===== src/rtl/exc_ctrl_pkg.sv =====
// Shared definitions for the exception sequencer.
//   - wb_exc bit positions (as presented by the WB stage)
//   - exc_type bit positions (one-hot cause handed to CP0)
//   - FSM state encodings
//   - default handler entry PC (BEV=1)
package exc_ctrl_pkg;

  // wb_exc = {adel_if, ri, ov, sys, bp, adel_d, ades}; priority falls with the index.
  localparam int unsigned WbAdelIf = 6;
  localparam int unsigned WbRi     = 5;
  localparam int unsigned WbOv     = 4;
  localparam int unsigned WbSys    = 3;
  localparam int unsigned WbBp     = 2;
  localparam int unsigned WbAdelD  = 1;
  localparam int unsigned WbAdes   = 0;

  // exc_type = {int, adel, ades, sys, bp, ri, ov}
  localparam int unsigned ExcInt  = 6;
  localparam int unsigned ExcAdel = 5;
  localparam int unsigned ExcAdes = 4;
  localparam int unsigned ExcSys  = 3;
  localparam int unsigned ExcBp   = 2;
  localparam int unsigned ExcRi   = 1;
  localparam int unsigned ExcOv   = 0;

  localparam logic [1:0] StIdle     = 2'd0;
  localparam logic [1:0] StCommit   = 2'd1;
  localparam logic [1:0] StDrain    = 2'd2;
  localparam logic [1:0] StRedirect = 2'd3;

  localparam logic [31:0] ExcVectorDefault = 32'hBFC0_0380;

  typedef logic [6:0] wb_exc_t;
  typedef logic [6:0] exc_type_t;

endpackage


===== src/rtl/exc_ctrl_if.sv =====
// Bundle of WB-side, CP0-side and fetch-redirect signals around exc_ctrl.
//   master : pipeline/CP0/fetch environment (drives wb_*, int_happen, cp0_epc, mem_busy,
//            redirect_ready)
//   slave  : exc_ctrl (drives wb_ready, exc_*, eret, flush, redirect_*, drain_timeout)
interface exc_ctrl_if;
  import exc_ctrl_pkg::*;

  logic        wb_valid;
  logic        wb_ready;
  logic [31:0] wb_pc;
  logic        wb_is_slot;
  wb_exc_t     wb_exc;
  logic [31:0] wb_bad_vaddr;
  logic        wb_eret;
  logic        int_happen;
  logic [31:0] cp0_epc;
  logic        mem_busy;
  exc_type_t   exc_type;
  logic [31:0] exc_pc;
  logic        exc_is_slot;
  logic [31:0] exc_bad_vaddr;
  logic        eret;
  logic        flush;
  logic        redirect_valid;
  logic [31:0] redirect_pc;
  logic        redirect_ready;
  logic        drain_timeout;

  modport master (
    output wb_valid, wb_pc, wb_is_slot, wb_exc, wb_bad_vaddr, wb_eret, int_happen, cp0_epc,
           mem_busy, redirect_ready,
    input  wb_ready, exc_type, exc_pc, exc_is_slot, exc_bad_vaddr, eret, flush,
           redirect_valid, redirect_pc, drain_timeout
  );

  modport slave (
    input  wb_valid, wb_pc, wb_is_slot, wb_exc, wb_bad_vaddr, wb_eret, int_happen, cp0_epc,
           mem_busy, redirect_ready,
    output wb_ready, exc_type, exc_pc, exc_is_slot, exc_bad_vaddr, eret, flush,
           redirect_valid, redirect_pc, drain_timeout
  );

endinterface


===== src/rtl/exc_ctrl_prio_enc.sv =====
// Combinational cause picker: interrupt request + wb_exc vector -> one-hot exc_type and the
// matching bad virtual address.
//   int_req_i      : interrupt request (already gated by configuration)
//   wb_exc_i       : raw exception flags from WB
//   wb_pc_i        : WB PC (bad address for instruction-fetch adel)
//   wb_bad_vaddr_i : data address (bad address for adel_d/ades)
//   exc_type_o     : one-hot winning cause, zero when none
//   bad_vaddr_o    : bad address for the winning cause, zero otherwise
//   exc_any_o      : any cause selected
module exc_ctrl_prio_enc
  import exc_ctrl_pkg::*;
(
  input  logic        int_req_i,
  input  wb_exc_t     wb_exc_i,
  input  logic [31:0] wb_pc_i,
  input  logic [31:0] wb_bad_vaddr_i,
  output exc_type_t   exc_type_o,
  output logic [31:0] bad_vaddr_o,
  output logic        exc_any_o
);

  always_comb begin
    exc_type_o  = '0;
    bad_vaddr_o = '0;
    if (int_req_i) begin
      exc_type_o[ExcInt] = 1'b1;
    end else if (wb_exc_i[WbAdelIf]) begin
      exc_type_o[ExcAdel] = 1'b1;
      bad_vaddr_o         = wb_pc_i;
    end else if (wb_exc_i[WbRi]) begin
      exc_type_o[ExcRi] = 1'b1;
    end else if (wb_exc_i[WbOv]) begin
      exc_type_o[ExcOv] = 1'b1;
    end else if (wb_exc_i[WbSys]) begin
      exc_type_o[ExcSys] = 1'b1;
    end else if (wb_exc_i[WbBp]) begin
      exc_type_o[ExcBp] = 1'b1;
    end else if (wb_exc_i[WbAdelD]) begin
      exc_type_o[ExcAdel] = 1'b1;
      bad_vaddr_o         = wb_bad_vaddr_i;
    end else if (wb_exc_i[WbAdes]) begin
      exc_type_o[ExcAdes] = 1'b1;
      bad_vaddr_o         = wb_bad_vaddr_i;
    end
  end

  assign exc_any_o = |exc_type_o;

endmodule


===== src/rtl/exc_ctrl.sv =====
// Exception/interrupt sequencer between WB and CP0.
// Captures an exception/ERET/interrupt event at WB, pulses the CP0 update for one cycle,
// flushes the pipeline, waits for outstanding memory traffic (bounded by DRAIN_MAX), then
// offers a redirect PC to fetch under valid/ready.
//   clk, resetn : clock and synchronous active-low reset
//   bus         : exc_ctrl_if.slave (WB event in, CP0 update out, fetch redirect handshake)
// Build option: define EXC_CTRL_INT_EN to let int_happen take part with top priority;
// otherwise int_happen is ignored and exc_type[6] stays 0.
module exc_ctrl
  import exc_ctrl_pkg::*;
#(
  parameter logic [31:0] EXC_VECTOR = ExcVectorDefault,
  parameter int unsigned DRAIN_MAX  = 15
) (
  input  logic       clk,
  input  logic       resetn,
  exc_ctrl_if.slave  bus
);

  localparam int unsigned CntW = ($clog2(DRAIN_MAX + 1) > 4) ? $clog2(DRAIN_MAX + 1) : 4;
  localparam logic [CntW-1:0] CntMax = CntW'(DRAIN_MAX);

  logic int_req;
`ifdef EXC_CTRL_INT_EN
  assign int_req = bus.int_happen;
`else
  logic unused_int_happen;
  assign int_req           = 1'b0;
  assign unused_int_happen = bus.int_happen;
`endif

  exc_type_t   enc_type;
  logic [31:0] enc_bad_vaddr;
  logic        enc_any;

  exc_ctrl_prio_enc u_prio_enc (
    .int_req_i      (int_req),
    .wb_exc_i       (bus.wb_exc),
    .wb_pc_i        (bus.wb_pc),
    .wb_bad_vaddr_i (bus.wb_bad_vaddr),
    .exc_type_o     (enc_type),
    .bad_vaddr_o    (enc_bad_vaddr),
    .exc_any_o      (enc_any)
  );

  logic [1:0]      state_q, state_d;
  logic [CntW-1:0] cnt_q, cnt_d;
  exc_type_t       type_q, type_d;
  logic            eret_q, eret_d;
  logic [31:0]     pc_q, pc_d;
  logic            slot_q, slot_d;
  logic [31:0]     bad_q, bad_d;
  logic [31:0]     target_q, target_d;
  logic            timeout_q, timeout_d;

  logic wb_ready;
  logic event_hit;

  assign wb_ready  = (state_q == StIdle);
  assign event_hit = bus.wb_valid && wb_ready && (int_req || (|bus.wb_exc) || bus.wb_eret);

  always_comb begin
    state_d   = state_q;
    cnt_d     = cnt_q;
    type_d    = type_q;
    eret_d    = eret_q;
    pc_d      = pc_q;
    slot_d    = slot_q;
    bad_d     = bad_q;
    target_d  = target_q;
    timeout_d = timeout_q;
    case (state_q)
      StIdle: begin
        if (event_hit) begin
          state_d  = StCommit;
          type_d   = enc_type;
          // An exception on the same instruction overrides its ERET.
          eret_d   = bus.wb_eret && !enc_any;
          pc_d     = bus.wb_pc;
          slot_d   = bus.wb_is_slot;
          bad_d    = enc_bad_vaddr;
          target_d = enc_any ? EXC_VECTOR : bus.cp0_epc;
        end
      end
      StCommit: begin
        state_d = StDrain;
        cnt_d   = '0;
      end
      StDrain: begin
        if (!bus.mem_busy || (cnt_q == CntMax)) begin
          state_d = StRedirect;
          // Only a forced exit (bus still busy at the limit) counts as a timeout.
          if (bus.mem_busy) begin
            timeout_d = 1'b1;
          end
        end else begin
          cnt_d = cnt_q + 1'b1;
        end
      end
      StRedirect: begin
        if (bus.redirect_ready) begin
          state_d = StIdle;
        end
      end
      default: state_d = StIdle;
    endcase
  end

  always_ff @(posedge clk) begin
    if (!resetn) begin
      state_q   <= StIdle;
      cnt_q     <= '0;
      type_q    <= '0;
      eret_q    <= 1'b0;
      pc_q      <= '0;
      slot_q    <= 1'b0;
      bad_q     <= '0;
      target_q  <= '0;
      timeout_q <= 1'b0;
    end else begin
      state_q   <= state_d;
      cnt_q     <= cnt_d;
      type_q    <= type_d;
      eret_q    <= eret_d;
      pc_q      <= pc_d;
      slot_q    <= slot_d;
      bad_q     <= bad_d;
      target_q  <= target_d;
      timeout_q <= timeout_d;
    end
  end

  assign bus.wb_ready       = wb_ready;
  assign bus.exc_type       = (state_q == StCommit) ? type_q : '0;
  assign bus.eret           = (state_q == StCommit) && eret_q;
  assign bus.exc_pc         = pc_q;
  assign bus.exc_is_slot    = slot_q;
  assign bus.exc_bad_vaddr  = bad_q;
  assign bus.flush          = (state_q != StIdle);
  assign bus.redirect_valid = (state_q == StRedirect);
  assign bus.redirect_pc    = target_q;
  assign bus.drain_timeout  = timeout_q;

endmodule


===== src/flat_wrapper.sv =====
// flat-port wrapper written by rule: the top's interface ports become plain ports
module exc_ctrl_flat import exc_ctrl_pkg::*;
#(
  parameter logic [31:0] EXC_VECTOR = ExcVectorDefault,
  parameter int unsigned DRAIN_MAX  = 15
)
  (clk, resetn, bus_wb_valid, bus_wb_pc, bus_wb_is_slot, bus_wb_exc, bus_wb_bad_vaddr, bus_wb_eret, bus_int_happen, bus_cp0_epc, bus_mem_busy, bus_redirect_ready, bus_wb_ready, bus_exc_type, bus_exc_pc, bus_exc_is_slot, bus_exc_bad_vaddr, bus_eret, bus_flush, bus_redirect_valid, bus_redirect_pc, bus_drain_timeout);
  exc_ctrl_if bus_i ();
  input  logic clk;
  input  logic resetn;
  input wire logic [$bits(bus_i.wb_valid)-1:0] bus_wb_valid;
  input wire logic [$bits(bus_i.wb_pc)-1:0] bus_wb_pc;
  input wire logic [$bits(bus_i.wb_is_slot)-1:0] bus_wb_is_slot;
  input wire logic [$bits(bus_i.wb_exc)-1:0] bus_wb_exc;
  input wire logic [$bits(bus_i.wb_bad_vaddr)-1:0] bus_wb_bad_vaddr;
  input wire logic [$bits(bus_i.wb_eret)-1:0] bus_wb_eret;
  input wire logic [$bits(bus_i.int_happen)-1:0] bus_int_happen;
  input wire logic [$bits(bus_i.cp0_epc)-1:0] bus_cp0_epc;
  input wire logic [$bits(bus_i.mem_busy)-1:0] bus_mem_busy;
  input wire logic [$bits(bus_i.redirect_ready)-1:0] bus_redirect_ready;
  output wire logic [$bits(bus_i.wb_ready)-1:0] bus_wb_ready;
  output wire logic [$bits(bus_i.exc_type)-1:0] bus_exc_type;
  output wire logic [$bits(bus_i.exc_pc)-1:0] bus_exc_pc;
  output wire logic [$bits(bus_i.exc_is_slot)-1:0] bus_exc_is_slot;
  output wire logic [$bits(bus_i.exc_bad_vaddr)-1:0] bus_exc_bad_vaddr;
  output wire logic [$bits(bus_i.eret)-1:0] bus_eret;
  output wire logic [$bits(bus_i.flush)-1:0] bus_flush;
  output wire logic [$bits(bus_i.redirect_valid)-1:0] bus_redirect_valid;
  output wire logic [$bits(bus_i.redirect_pc)-1:0] bus_redirect_pc;
  output wire logic [$bits(bus_i.drain_timeout)-1:0] bus_drain_timeout;
  assign bus_i.wb_valid = bus_wb_valid;
  assign bus_i.wb_pc = bus_wb_pc;
  assign bus_i.wb_is_slot = bus_wb_is_slot;
  assign bus_i.wb_exc = bus_wb_exc;
  assign bus_i.wb_bad_vaddr = bus_wb_bad_vaddr;
  assign bus_i.wb_eret = bus_wb_eret;
  assign bus_i.int_happen = bus_int_happen;
  assign bus_i.cp0_epc = bus_cp0_epc;
  assign bus_i.mem_busy = bus_mem_busy;
  assign bus_i.redirect_ready = bus_redirect_ready;
  assign bus_wb_ready = bus_i.wb_ready;
  assign bus_exc_type = bus_i.exc_type;
  assign bus_exc_pc = bus_i.exc_pc;
  assign bus_exc_is_slot = bus_i.exc_is_slot;
  assign bus_exc_bad_vaddr = bus_i.exc_bad_vaddr;
  assign bus_eret = bus_i.eret;
  assign bus_flush = bus_i.flush;
  assign bus_redirect_valid = bus_i.redirect_valid;
  assign bus_redirect_pc = bus_i.redirect_pc;
  assign bus_drain_timeout = bus_i.drain_timeout;
  exc_ctrl #(.EXC_VECTOR(EXC_VECTOR), .DRAIN_MAX(DRAIN_MAX)) u_core (.clk(clk), .resetn(resetn), .bus(bus_i));
endmodule

===== config.mk =====
export PLATFORM = sky130hd
export DESIGN_NAME = exc_ctrl_flat
export DESIGN_NICKNAME = d
export VERILOG_FILES = /design/src/rtl/exc_ctrl_pkg.sv /design/src/rtl/exc_ctrl_if.sv /design/src/rtl/exc_ctrl_prio_enc.sv /design/src/rtl/exc_ctrl.sv /design/src/flat_wrapper.sv
export SDC_FILE = /design/constraint.sdc
export NUM_CORES = 1
export LEC_CHECK = 0
export BUFFER_PORTS_ARGS = -buffer_cell sky130_fd_sc_hd__buf_2
export CAP_MARGIN = 20
export CORE_MARGIN = 8
export CORE_UTILIZATION = 49
export CTS_BUF_LIST = sky130_fd_sc_hd__clkbuf_16
export DETAILED_ROUTE_END_ITERATION = 6
export GPL_TIMING_DRIVEN = 0
export PLACE_DENSITY = 0.85
export SLEW_MARGIN = 10
export SYNTH_ARGS = -nofsm -noshare
export SYNTH_HDL_FRONTEND = slang
export SYNTH_SLANG_ARGS = --single-unit

===== constraint.sdc =====
create_clock -name clk -period 4.8 [get_ports clk]
set_input_delay 0.24 -clock clk [delete_from_list [all_inputs] [get_ports clk]]
set_output_delay 0.24 -clock clk [all_outputs]
set_load 0.02 [all_outputs]

# After elaboration in Yosys (flattened, before gate mapping)

Index checks and enable logic that the tools add are counted.

Register bits after elaboration: 111
Output and inout port bits: 109
Word-level logic and storage cells: 65

Add/subtract/negate cells: 1
Equal/unequal tests: 8
Mux-type cells: 30
Reductions and logical operators: 17

Operators by type and width:

| cell                | count |
|---|---|
| $mux 32             | 8 |
| $mux 4              | 3 |
| $mux 1              | 10 |
| $mux 2              | 5 |
| $pmux 2 s4          | 1 |
| $pmux 4 s2          | 1 |
| $reduce_or 7->1     | 1 |
| $mux 6              | 1 |
| $ne 2x2->1 const B  | 3 |
| $reduce_and 3->1    | 2 |
| $reduce_or 6->1     | 1 |
| $mux 5              | 1 |
| $add 4x1->4 const B | 1 |
| $eq 2x2->1 const B  | 2 |
| $eq 4x4->1 const B  | 1 |
| $logic_and 1x1->1   | 4 |
| $reduce_and 2->1    | 2 |
| $reduce_bool 2->1   | 2 |
| $eq 2x1->1 const B  | 1 |
| $logic_not 1->1     | 2 |
| $logic_not 2->1     | 1 |
| $logic_or 1x1->1    | 2 |
| $ne 2x1->1 const B  | 1 |

# Depth between registers and ports, before layout

Word-level depth: 10
Depth in mapped cells: 8
Mapped depth without buffers: 6

# Modules after synthesis

A second synthesis with hierarchy kept.

Cells, all modules: 576
Area total of the unflattened synthesis: 5,033.6 sq um

By module, submodules not included:

| module            | times used | cells each | area an instance (sq um) |
|---|---|---|---|
| exc_ctrl          | 1          | 516        | 4,481.8 |
| exc_ctrl_prio_enc | 1          | 60         | 551.8 |

# Least setup slack after synthesis

Ideal clock, no wire load.

Path type: register to register
From: register u_core.state_q[0]
To: register u_core.bad_q[13], in the netlist u_core.bus.exc_bad_vaddr[13]
Library setup time: 0.123 ns
Arrival: 1.601 ns
Required time: 4.677 ns
Setup slack: 3.076 ns
Cell stages (with the launch flop): 9
Path buffers: 2
Cell sequence: dfxtp_1 > inv_1 > ha_1 > and2_1 > o21ai_1 > buf_4 > buf_2 > a221oi_1 > nor2_1

Longest elaborated chain between the ends: 4

Ends and longest elaborated chain:

| item                                | RTL line           | text |
|---|---|---|
| from (decl)                         | exc_ctrl.sv:46     | `logic [1:0] state_q, state_d;` |
| from (signal assigned)              | exc_ctrl.sv:111    | `state_q <= StIdle;` |
| from (signal assigned)              | exc_ctrl.sv:121    | `state_q <= state_d;` |
| $logic_not 2->1 *                   | exc_ctrl.sv:59     | `assign wb_ready = (state_q == StIdle);` |
| via bus_wb_ready                    | flat_wrapper.sv:21 | `output wire logic [$bits(bus_i.wb_ready)-1:0] bus_wb_ready;` |
| $logic_and 1x1->1 (2 in a row)      | exc_ctrl.sv:60     | `assign event_hit = bus.wb_valid && wb_ready && (int_req \|\| (\|bus.wb_exc) \|\| bus.wb_eret);` |
| $reduce_and 2->1 (no source line) * | --                 |  |
| to (signal assigned)                | exc_ctrl.sv:117    | `bad_q <= '0;` |
| to (signal assigned)                | exc_ctrl.sv:127    | `bad_q <= bad_d;` |
| to (decl)                           | exc_ctrl.sv:52     | `logic [31:0] bad_q, bad_d;` |

Mark *: on every way through the listed nets, which the timed path passes. The rest lies on a longest branch.
A chain may end at the register's enable or synchronous reset.

# Worst setup path in the final report

From: register u_core.state_q[0]
To: register u_core.pc_q[27], in the netlist u_core.bus.exc_pc[27]

Longest elaborated chain between the ends: 4

Ends and longest elaborated chain:

| item                                | RTL line                       | text |
|---|---|---|
| $logic_not 2->1 *                   | exc_ctrl.sv:59, exc_ctrl.sv:72 |  |
| $logic_and 1x1->1 (2 in a row)      | exc_ctrl.sv:60                 |  |
| $reduce_and 2->1 (no source line) * | --                             |  |
| to (signal assigned)                | exc_ctrl.sv:125                | `pc_q <= pc_d;` |
| to (decl)                           | exc_ctrl.sv:50                 | `logic [31:0] pc_q, pc_d;` |

Every way passes the cells marked *; elsewhere a longest branch is shown, timed or not.

==> flow_summary_export.csv <==
group,metric,value,unit
yosys,synth_area_leaders,"dfxtp_1 (50%), nand2_1 (7.3%), a21boi_1 (6.2%)",
pwr,seq_power_share,40.4,%
yosys,syn_nets,601,
critical_path,cp_cell_sequence,"inv_1 -> ha_1 -> and2_1 -> o21a_1 -> buf_2 -> buf_2 -> nand2_1 -> a21boi_1",
sta,max_freq,489.0,MHz
hold_path,worstHoldPathCells,3,
floorplanning,die_w,111.3,µm
cts,cts_buffer_depth,2,
cts,cts_setup_buffers,0,
cts,cts.sinks,111,
cts,clockRootBuffer,"clkbuf_16",
critical_path,crit_slowest_cell,"dfxtp_1",
critical_path,r2r-end,"u_core.bus.exc_pc[27]",
global_route,antenna_found_initial,1,
floorplanning,io_pins,220,
pwr,p_leak,2.789,nW
drt,firstDrtPassIters,5,
critical_path,critPathKind,"reg2reg",
hold_path,min_to,"u_core.bus.exc_bad_vaddr[2]",
global_route,track_usage,22.57,%
cts,cts_hold_buf,0,
global_route,grt_start_max_net_pins,19,
sta,tns,0,ns
critical_path,reg2regPathDepth,8,
cts,cts_resized,0,
critical_path,rr_startpoint,"u_core.state_q[0]",
yosys,synth_edf_count,0,
yosys,yosysMostFrequentCell,"dfxtp_1",
pwr,p_int,1.803,mW
critical_path,critPathArrivalTime,2.31,ns
finish,final_nets,829,
drt,drtAntennaViolNets,0,
floorplanning,row_count,34,
floorplanning,core_area,0.008763,mm²
floorplanning,start_util,50.80,%
hold_path,hp-class,"in2reg",
sta,maxSlewHeadroom,43.82,%
yosys,ys_top_cells_by_count,"dfxtp_1 (111), nand2_1 (86), a21boi_1 (37), nor2_1 (33), o21ai_0 (31)",
yosys,ys_warn_count,0,
sta,hold_violations,0,
critical_path,reg2reg_slack,2.75,ns
drt,wl,14.47,mm
yosys,synth_cell_types,40,
drt,first_iter_violations,275,
cts,cts_tree,"done",
pwr,comb_power_share,35.7,%
pwr,vdd_drop_max,294.7,µV
finish,drive_gt1_share,36.96,%
cts,htree_levels,3,
yosys,synth_area_leader_cell,"dfxtp_1",
sta,worstMarginPinSlew,0.8350,ns
cts,insertion_delay,0.34,ns
yosys,ys_ff_latch,111,
sta,final.min_clock_period,2.045,ns
critical_path,critPathMaxFanout,10,
critical_path,critPathMaxStageDelay,0.35,ns
finish,syn_to_final_growth,33.61,%
finish,filler_cell_count,758,
sta,hold-worst-slack,0.1048,ns
sta,setup_violations,0,
floorplanning,die_area,0.01239,mm²
drt,vias,4503,
pwr,power.density,487.4,mW/mm²
global_route,grt_pass1_vias,4776,
critical_path,start_kind,"flip-flop",
placed_design,portBuffers,217,
cts,clk_pin_slew,0.08,ns
cts,cts_made_buffers,9,
floorplanning,die_h,111.3,µm
yosys,synth_top_area_share,49.92,%
sta,slew_viol_final,0,
yosys,synth_flop_cell,"dfxtp_1",
yosys,synth_cells,484,
critical_path,path_common_cell,"buf_2",
drt,vias_per_cell,5.452,
yosys,async_flop_share,0,%
drt,wire_per_inst,17.51,µm
yosys,netlist_area,0.004452,mm²
sta,clock-skew-final,0.008737,ns
status,status,"finished, final reports clean",
global_route,grt_pass1_wl,23.56,mm
placed_design,dp_hpwl,11.62,mm
sta,post-route-period-util,42.61,%
global_route,grt-ovfl-total,0,
sta,rsz0062_at_grt,"false",
hold_path,min_from,"bus_wb_bad_vaddr[2]",
pwr,clockPowerShare,24.0,%
critical_path,worstPathRequired,5.06,ns
flow_run,cap_violations,0,
placed_design,gp_congestion,0.7841,
yosys,synth_area_per_cell,9.198,µm²
pwr,power.switching,1.097,mW
pwr,swShare,37.82,%
drt,drc,0,
yosys,ys_seq_area_share,49.92,%
critical_path,endpoint_kind,"flip-flop",
## logic make-up after synthesis
group | synth area share (%)
other cells | 0.08424
compound gates | 24.17
buf+inv | 4.862
flops | 49.92
mux | 0.6746
fa+ha+maj | 1.686
simple gates | 18.61
## cell type report
type                            instances  area [µm²]  share of cell area (%)
Antenna cell                            1       2.502                 0.04207
Buffer                                 41       201.4                   3.387
Clock buffer                            9       225.2                   3.786
Clock inverter                          7       47.55                  0.7993
Inverter                                4       15.01                  0.2524
Multi-Input combinational cell        328        2013                   33.85
Sequential cell                       111        2222                   37.36
Tap cell                              108       135.1                   2.272
Timing Repair Buffer                  217        1086                   18.26
## how the worst max path moves through the flow
stage	start	end	slack [ns]	depth (start not counted)
2_1_floorplan	u_core.state_q[0]	u_core.bus.exc_bad_vaddr[13]	3.08	8
3_3_place_gp	u_core.state_q[0]	u_core.bus.exc_pc[6]	2.87	8
4_1_cts	u_core.state_q[0]	u_core.bus.exc_pc[24]	2.79	8
3_5_place_dp	u_core.state_q[0]	u_core.bus.exc_pc[24]	2.81	8
5_1_grt	u_core.state_q[1]	u_core.bus.exc_pc[9]	2.59	8
6_report	u_core.state_q[0]	u_core.bus.exc_pc[27]	2.75	8
## registers in the layout, summed over array words and instances (netlist names)
signal / count
u_core.bus.drain_timeout: 1
u_core.bus.exc_bad_vaddr: 32
u_core.bus.exc_is_slot: 1
u_core.bus.exc_pc: 32
u_core.bus.redirect_pc: 32
u_core.cnt_q: 4
u_core.eret_q: 1
u_core.state_q: 2
u_core.type_q: 6
## critical path, delay by kind of cell, from the launching register on
family / cells / cell delay, ns
AOI/OAI and AO/OA: 2 / 0.41
adders and majority gates: 1 / 0.25
buffers and inverters: 3 / 0.68
DFF: 1 / 0.35
and+or+nand+nor: 2 / 0.29
## routing by layer
metal  global-route usage (%)  wire length, µm  part of all wire (%)
met2                    39.94             7189                    50
met4                    6.756              302                   2.1
met5                        0                0                     0
met3                    8.929             1387                   9.6
met1                    24.13             5586                    39
## metrics by stage
stage	util (%)	worst slack, ns	cells	area [µm²]	total power, mW
final	67.88	2.755	826	5948	2.899
after global routing	67.88	2.593	826	5948	3.069
after CTS	67.85	2.787	825	5946	2.914
after detailed placement	64.73	2.811	809	5673	2.227
after global placement	64.73	2.872	809	5673	2.193
after floorplan	-	3.076	484	4452	1.850
## cells in the final DEF (no fill, tap or decap), drive strengths merged
cell type  instances
nor4               2
and3               2
conb               1
or3b               1
clkbuf            29
or4                2
clkinv             4
inv                6
nand4              1
a21oi              2
nor3               3
nand3              4
o21ai             32
a21boi            38
a32oi              5
buf              238
a22oi             21
or3                1
dfxtp            111
nand4b             2
clkinvlp           1
or2                1
a31oi              2
mux2i              3
diode              1
and2               8
o221a             13
o21a               2
nor2b             26
nor2              33
ha                 6
nand2             86
nor3b              3
a221oi            28
## power by group through the flow
| stage | Sequential [mW] | Combinational, mW | Clock, mW |
|---|---|---|---|
| floorplan | 1.37 | 0.484 | 0 |
| global placement | 1.18 | 1.01 | 0 |
| detailed placement | 1.19 | 1.04 | 0 |
| CTS | 1.17 | 1.04 | 0.700 |
| global route | 1.19 | 1.14 | 0.738 |
| finish | 1.17 | 1.03 | 0.695 |
(Power assumes the default switching activity.)
